==> src/rtl/enemy_pkg.sv <==
// Shared types and constants for the enemy bank: scheduler states and sprite geometry.
package enemy_pkg;

    localparam int unsigned X_W      = 9;
    localparam int unsigned Y_W      = 8;
    localparam int unsigned COLOUR_W = 6;

    // Colour value an enemy sprite uses for "do not paint this pixel".
    localparam logic [COLOUR_W-1:0] TRANSPARENT_COLOUR = 6'b111111;

    // Pixels in one enemy sprite (16x16).
    localparam int unsigned SPRITE_PIXELS = 256;

    typedef enum logic [3:0] {
        S_WAIT_START,
        S_INIT,
        S_IDLE,
        S_HIT,
        S_GEN,
        S_APPLY,
        S_DRAW,
        S_GAP,
        S_DONE
    } sched_state_t;

endpackage

==> src/rtl/enemy_vga_mux.sv <==
// N-to-1 selector placing one enemy's pixel stream onto the shared VGA write port.
module enemy_vga_mux
    import enemy_pkg::*;
#(
    parameter int unsigned NUM_ENEMIES = 4,
    parameter int unsigned IDX_W       = 3
) (
    input  logic [IDX_W-1:0]                  idx,
    input  logic                              active,
    input  logic [NUM_ENEMIES*X_W-1:0]        enemy_x_draw,
    input  logic [NUM_ENEMIES*Y_W-1:0]        enemy_y_draw,
    input  logic [NUM_ENEMIES*COLOUR_W-1:0]   enemy_colour,
    input  logic [NUM_ENEMIES-1:0]            enemy_vga_write,
    output logic [X_W-1:0]                    vga_x,
    output logic [Y_W-1:0]                    vga_y,
    output logic [COLOUR_W-1:0]               vga_colour,
    output logic                              vga_write
);

    logic sel_write;

    // Pick enemy idx's fields; write enable only passes while that enemy is drawing.
    always_comb begin
        vga_x      = '0;
        vga_y      = '0;
        vga_colour = '0;
        sel_write  = 1'b0;
        for (int i = 0; i < int'(NUM_ENEMIES); i++) begin
            if (idx == IDX_W'(i)) begin
                vga_x      = enemy_x_draw[i*X_W +: X_W];
                vga_y      = enemy_y_draw[i*Y_W +: Y_W];
                vga_colour = enemy_colour[i*COLOUR_W +: COLOUR_W];
                sel_write  = enemy_vga_write[i];
            end
        end
        vga_write = active & sel_write;
    end

endmodule

==> src/rtl/enemy_scheduler.sv <==
// Steps the enemy bank through hit / move / draw phases once per frame and arbitrates
// the single VGA write port so enemies are drawn strictly one after another.
module enemy_scheduler
    import enemy_pkg::*;
#(
    parameter int unsigned NUM_ENEMIES = 4,
    parameter int unsigned IDX_W       = 3
) (
    input  logic                              clock,
    input  logic                              reset,
    input  logic                              start,
    input  logic                              frame_tick,
    input  logic [NUM_ENEMIES-1:0]            enemy_enable,
    input  logic [NUM_ENEMIES-1:0]            hit_req,
    input  logic [NUM_ENEMIES-1:0]            enemy_draw_done,
    input  logic [NUM_ENEMIES*X_W-1:0]        enemy_x_draw,
    input  logic [NUM_ENEMIES*Y_W-1:0]        enemy_y_draw,
    input  logic [NUM_ENEMIES*COLOUR_W-1:0]   enemy_colour,
    input  logic [NUM_ENEMIES-1:0]            enemy_vga_write,
    output logic                              enemy_init,
    output logic                              enemy_idle,
    output logic [NUM_ENEMIES-1:0]            enemy_gen_move,
    output logic [NUM_ENEMIES-1:0]            enemy_apply_move,
    output logic [NUM_ENEMIES-1:0]            enemy_draw,
    output logic [NUM_ENEMIES-1:0]            enemy_hit,
    output logic [X_W-1:0]                    vga_x,
    output logic [Y_W-1:0]                    vga_y,
    output logic [COLOUR_W-1:0]               vga_colour,
    output logic                              vga_write,
    output logic                              busy,
    output logic                              frame_done,
    output logic                              frame_overrun
);

    sched_state_t            state_q, state_d;
    logic [IDX_W-1:0]        idx_q, idx_d;
    logic [NUM_ENEMIES-1:0]  hit_pending_q, hit_pending_d;
    logic                    overrun_q, overrun_d;

    logic [IDX_W-1:0]        first_idx, next_idx;
    logic                    first_found, next_found;
    logic [NUM_ENEMIES-1:0]  idx_onehot;
    logic                    cur_done;
    logic                    drawing;

    // Priority encoder: lowest enabled enemy, and lowest enabled enemy above idx.
    always_comb begin
        first_idx   = '0;
        first_found = 1'b0;
        next_idx    = '0;
        next_found  = 1'b0;
        idx_onehot  = '0;
        // Scan downwards so the last hit taken is the lowest index.
        for (int i = int'(NUM_ENEMIES) - 1; i >= 0; i--) begin
            idx_onehot[i] = (idx_q == IDX_W'(i));
            if (enemy_enable[i]) begin
                first_idx   = IDX_W'(i);
                first_found = 1'b1;
                if (IDX_W'(i) > idx_q) begin
                    next_idx   = IDX_W'(i);
                    next_found = 1'b1;
                end
            end
        end
    end

    assign cur_done = |(idx_onehot & enemy_draw_done);
    assign drawing  = (state_q == S_DRAW);

    // State, index, pending-hit and overrun registers.
    always_ff @(posedge clock) begin
        if (reset) begin
            state_q       <= S_WAIT_START;
            idx_q         <= '0;
            hit_pending_q <= '0;
            overrun_q     <= 1'b0;
        end else begin
            state_q       <= state_d;
            idx_q         <= idx_d;
            hit_pending_q <= hit_pending_d;
            overrun_q     <= overrun_d;
        end
    end

    // Next-state logic for the frame schedule.
    always_comb begin
        state_d       = state_q;
        idx_d         = idx_q;
        hit_pending_d = hit_pending_q;
        overrun_d     = overrun_q;

        unique case (state_q)
            S_WAIT_START: state_d = S_WAIT_START;
            S_INIT: begin
                hit_pending_d = '0;
                overrun_d     = 1'b0;
                state_d       = S_IDLE;
            end
            S_IDLE: begin
                if (frame_tick) begin
                    state_d = (|(hit_pending_q & enemy_enable)) ? S_HIT : S_GEN;
                end
            end
            S_HIT: begin
                hit_pending_d = hit_pending_q & ~enemy_enable;
                state_d       = S_GEN;
            end
            S_GEN:   state_d = S_APPLY;
            S_APPLY: begin
                if (first_found) begin
                    idx_d   = first_idx;
                    state_d = S_DRAW;
                end else begin
                    state_d = S_DONE;
                end
            end
            S_DRAW: begin
                if (cur_done) state_d = S_GAP;
            end
            S_GAP: begin
                if (next_found) begin
                    idx_d   = next_idx;
                    state_d = S_DRAW;
                end else begin
                    state_d = S_DONE;
                end
            end
            S_DONE:  state_d = S_IDLE;
            default: state_d = S_WAIT_START;
        endcase

        // A new hit applied after the S_HIT clear so it survives to the next frame.
        if (state_q != S_WAIT_START) hit_pending_d = hit_pending_d | hit_req;
        if (frame_tick && busy) overrun_d = 1'b1;
        // Restart overrides everything; reset is handled in the register.
        if (start) state_d = S_INIT;
    end

    // Moore output decode of the registered state.
    always_comb begin
        enemy_init       = (state_q == S_INIT);
        enemy_idle       = (state_q == S_WAIT_START) || (state_q == S_IDLE);
        enemy_hit        = (state_q == S_HIT)   ? (hit_pending_q & enemy_enable) : '0;
        enemy_gen_move   = (state_q == S_GEN)   ? enemy_enable : '0;
        enemy_apply_move = (state_q == S_APPLY) ? enemy_enable : '0;
        enemy_draw       = drawing ? idx_onehot : '0;
        busy             = (state_q == S_HIT) || (state_q == S_GEN) || (state_q == S_APPLY) ||
                           (state_q == S_DRAW) || (state_q == S_GAP) || (state_q == S_DONE);
        frame_done       = (state_q == S_DONE);
        frame_overrun    = overrun_q;
    end

    enemy_vga_mux #(
        .NUM_ENEMIES (NUM_ENEMIES),
        .IDX_W       (IDX_W)
    ) u_vga_mux (
        .idx             (idx_q),
        .active          (drawing),
        .enemy_x_draw    (enemy_x_draw),
        .enemy_y_draw    (enemy_y_draw),
        .enemy_colour    (enemy_colour),
        .enemy_vga_write (enemy_vga_write),
        .vga_x           (vga_x),
        .vga_y           (vga_y),
        .vga_colour      (vga_colour),
        .vga_write       (vga_write)
    );

endmodule

==> config.mk <==
export PLATFORM = sky130hd
export DESIGN_NAME = enemy_scheduler
export DESIGN_NICKNAME = d
export VERILOG_FILES = /design/src/rtl/enemy_pkg.sv /design/src/rtl/enemy_vga_mux.sv /design/src/rtl/enemy_scheduler.sv
export SDC_FILE = /design/constraint.sdc
export NUM_CORES = 1
export LEC_CHECK = 0
export CAP_MARGIN = 15
export CORE_UTILIZATION = 32
export CTS_BUF_LIST = sky130_fd_sc_hd__clkbuf_8
export DETAILED_ROUTE_END_ITERATION = 12
export PLACE_DENSITY = 0.88
export SYNTH_ARGS = -nofsm -noshare
export SYNTH_HDL_FRONTEND = slang
export SYNTH_SLANG_ARGS = --single-unit
==> constraint.sdc <==
create_clock -name clock -period 5.94 [get_ports clock]
set_clock_uncertainty 0.2 [all_clocks]
set_input_delay 1.782 -clock clock [delete_from_list [all_inputs] [get_ports clock]]
set_output_delay 1.782 -clock clock [all_outputs]
set_load 0.1 [all_outputs]
==> flow_metrics.env <==
export IMPL_status="complete, but fails checks"
export IMPL_violations="DRC"
export IMPL_dr_pass1_iters=8
export IMPL_r2r_start="idx_q[0]"
export IMPL_yosysMostFrequentCell="mux4_2"
export IMPL_drc=16
export IMPL_p_per_area_nw_per_um2=112
export IMPL_worstSetupEndpointType="primary output"
export IMPL_vias=1847
export IMPL_routed_wirelength_um=5710
export IMPL_synthArstFlopShare=0
export IMPL_hp_class="flip-flop to flip-flop"
export IMPL_hpwlAfterDp_um=4810
export IMPL_path_class="input pin to primary output"
export IMPL_final_layout_size_suffix_gt1_frac=0.254
export IMPL_die_y_um=70.7
export IMPL_grt_total_usage=0.215
export IMPL_hold_path_depth=2
export IMPL_vdd_drop_max_mv=0.0891
export IMPL_yosysWarningCount=0
export IMPL_stdcell_area_um2=3020
export IMPL_core_area_um2=4440
export IMPL_yosysTopAreaCellShare=0.373
export IMPL_synth_distinct_cells=43
export IMPL_cts_setup_buffers=0
export IMPL_drv_cap=0
export IMPL_syn_avg_cell_area_um2=9.81
export IMPL_p_seq_frac=0.232
export IMPL_wire_per_inst_um=16.1
export IMPL_synth_top_cell_by_area="mux4_2"
export IMPL_cts_path_max_buffers=2
export IMPL_cts_tree="built"
export IMPL_drtAntennaViolNets=0
export IMPL_first_global_vias=1835
export IMPL_ys_seq_area_frac=0.146
export IMPL_netlist_instances=154
export IMPL_setup_viol=0
export IMPL_comb_power_share=0.554
export IMPL_rr_worst_depth=6
export IMPL_drt_iter0_markers=115
export IMPL_worst_pin_slew_ps=972
export IMPL_num_fill_cells=361
export IMPL_period_needed_ps=5040
export IMPL_worstReg2RegEnd="state_q[0]"
export IMPL_num_antenna_cells=0
export IMPL_synthTopCellsByCount="mux4_2, nor2_1, nand2_1"
export IMPL_area_growth_pct=99.8
export IMPL_switching_share=0.371
export IMPL_internal_power_mw=0.212
export IMPL_numCtsBuffers=3
export IMPL_worstPathMaxFanout=1
export IMPL_max_freq_ghz=0.198
export IMPL_drv_slew=0
export IMPL_min_to="hit_pending_q[3]"
export IMPL_nets=416
export IMPL_fp_dieW_um=70.7
export IMPL_synth_net_count=266
export IMPL_io_pins=157
export IMPL_globalplace_congestion=0.822
export IMPL_p_sw_mw=0.125
export IMPL_grt_overflow=0
export IMPL_synth_area_top_cells="mux4_2, dfxtp_1, and2_1"
export IMPL_synth_edf_count=0
export IMPL_ys_seq_elements=11
export IMPL_p_clk_frac=0.214
export IMPL_h_tree_depth=1
export IMPL_cp_data_required_time_ps=3960
export IMPL_die_area_um2=5000
export IMPL_path_clk_slew_ps=50
export IMPL_reg2reg_slack_ps=3620
export IMPL_row_count=24
export IMPL_clock_sinks=11
export IMPL_rsz0062_at_grt="no"
export IMPL_cts_root_buffer="clkbuf_8"
export IMPL_worstSetupStartpointType="input pin"
export IMPL_avgViaCountPerCell=5.20
export IMPL_fin_crit_sh=0.848
export IMPL_initial_utilization=0.340
export IMPL_min_from="hit_pending_q[3]"
export IMPL_ctsResizeCount=0
export IMPL_clk_latency_ps=230
export IMPL_place_area_um2=2980
export IMPL_grt_max_degree=27
export IMPL_cp_arrival_ps=3060
export IMPL_grt_pass1_wl_um=8560
export IMPL_port_buffers=156
export IMPL_relSlewSlack=0.350
export IMPL_leakage_nw=1.15
export IMPL_cts_hold_buffers=0
export IMPL_syn_area_um2=1510
export IMPL_final_hold_viol_count=0
export IMPL_antenna_found_initial=0
export IMPL_fin_setup_tns_ps=0
export IMPL_synth_flop_cell="dfxtp_1"
==> worst max-delay path by stage <==
stage	start	to	slack, ps	cells past startpoint
6_report	enemy_vga_write[3]	vga_write	900	4
5_1_grt	enemy_vga_write[3]	vga_write	890	4
4_1_cts	enemy_vga_write[3]	vga_write	910	4
3_5_place_dp	enemy_vga_write[3]	vga_write	910	4
3_3_place_gp	enemy_vga_write[3]	vga_write	910	4
2_1_floorplan	enemy_enable[3]	enemy_hit[3]	690	3
==> critical path, stage by stage <==
cell	delay [ps]
clkdlybuf4s50_1	410
mux4_2	470
and2_1	170
buf_4	220
==> per-layer routing <==
| metal | wire [um] | track usage | up-vias |
|---|---|---|---|
| met5 | 0 | 0 | - |
| met4 | 84 | 0.0400 | 0 |
| met3 | 378 | 0.0370 | 8 |
| met2 | 3070 | 0.406 | 86 |
| met1 | 2180 | 0.256 | 860 |
| li1 | - | - | 893 |
==> kinds of logic after synthesis <==
kind of cell	Yosys count	synth area share
and+or+nand+nor	63	0.237
AOI/OAI and AO/OA	37	0.171
muxes	26	0.379
buffers and inverters	17	0.0670
DFF	11	0.146
==> layout by cell type, fill, tap and decap left out, types with 2 or more instances in the layout <==
cell,instances
and3_1,3
nand2_1,13
mux4_2,25
o21ai_1,2
a21oi_1,10
o21ai_0,8
nand3_1,2
buf_4,39
nor3_1,5
a211oi_1,3
nand2b_1,4
inv_1,5
dfxtp_1,10
nor2b_1,3
clkbuf_8,3
and2_1,9
nor2_1,15
clkdlybuf4s50_1,119
==> power groups by stage <==
stage | Clock, mW | Combinational, mW | Sequential [mW]
5_1_grt | 0.0778 | 0.194 | 0.0787
3_3_place_gp | 0 | 0.183 | 0.0797
3_5_place_dp | 0 | 0.187 | 0.0799
2_1_floorplan | 0 | 0.0954 | 0.0784
4_1_cts | 0.0727 | 0.187 | 0.0784
6_report | 0.0722 | 0.187 | 0.0785
==> cell type report <==
type / instances / area (um^2) / share of cell area
multi-input combinational: 126 / 1190 / 0.394
sequential: 11 / 221 / 0.0733
inverter: 4 / 15.0 / 0.00497
clock inverter: 1 / 3.75 / 0.00124
tap: 52 / 65.1 / 0.0215
timing repair buffer: 158 / 1480 / 0.491
clock buffer: 3 / 41.3 / 0.0137
==> through the flow <==
step / setup WS, ps / total power, mW / hold WS (ps) / cells / utilization
after CTS: 906 / 0.338 / 286 / 355 / 0.680
after global placement: 912 / 0.263 / 269 / 351 / 0.669
final: 900 / 0.338 / 286 / 355 / 0.680
after floorplan: 686 / 0.174 / 254 / 154 / -
after detailed placement: 915 / 0.267 / 278 / 351 / 0.669
after global routing: 889 / 0.350 / 306 / 355 / 0.680
==> registers in the layout, summed over array words and instances, names as in the netlist <==
register	flops
state_q	4
hit_pending_q	4
frame_overrun	1
idx_q	2
Note: power is estimated with default switching activity, not from simulation.
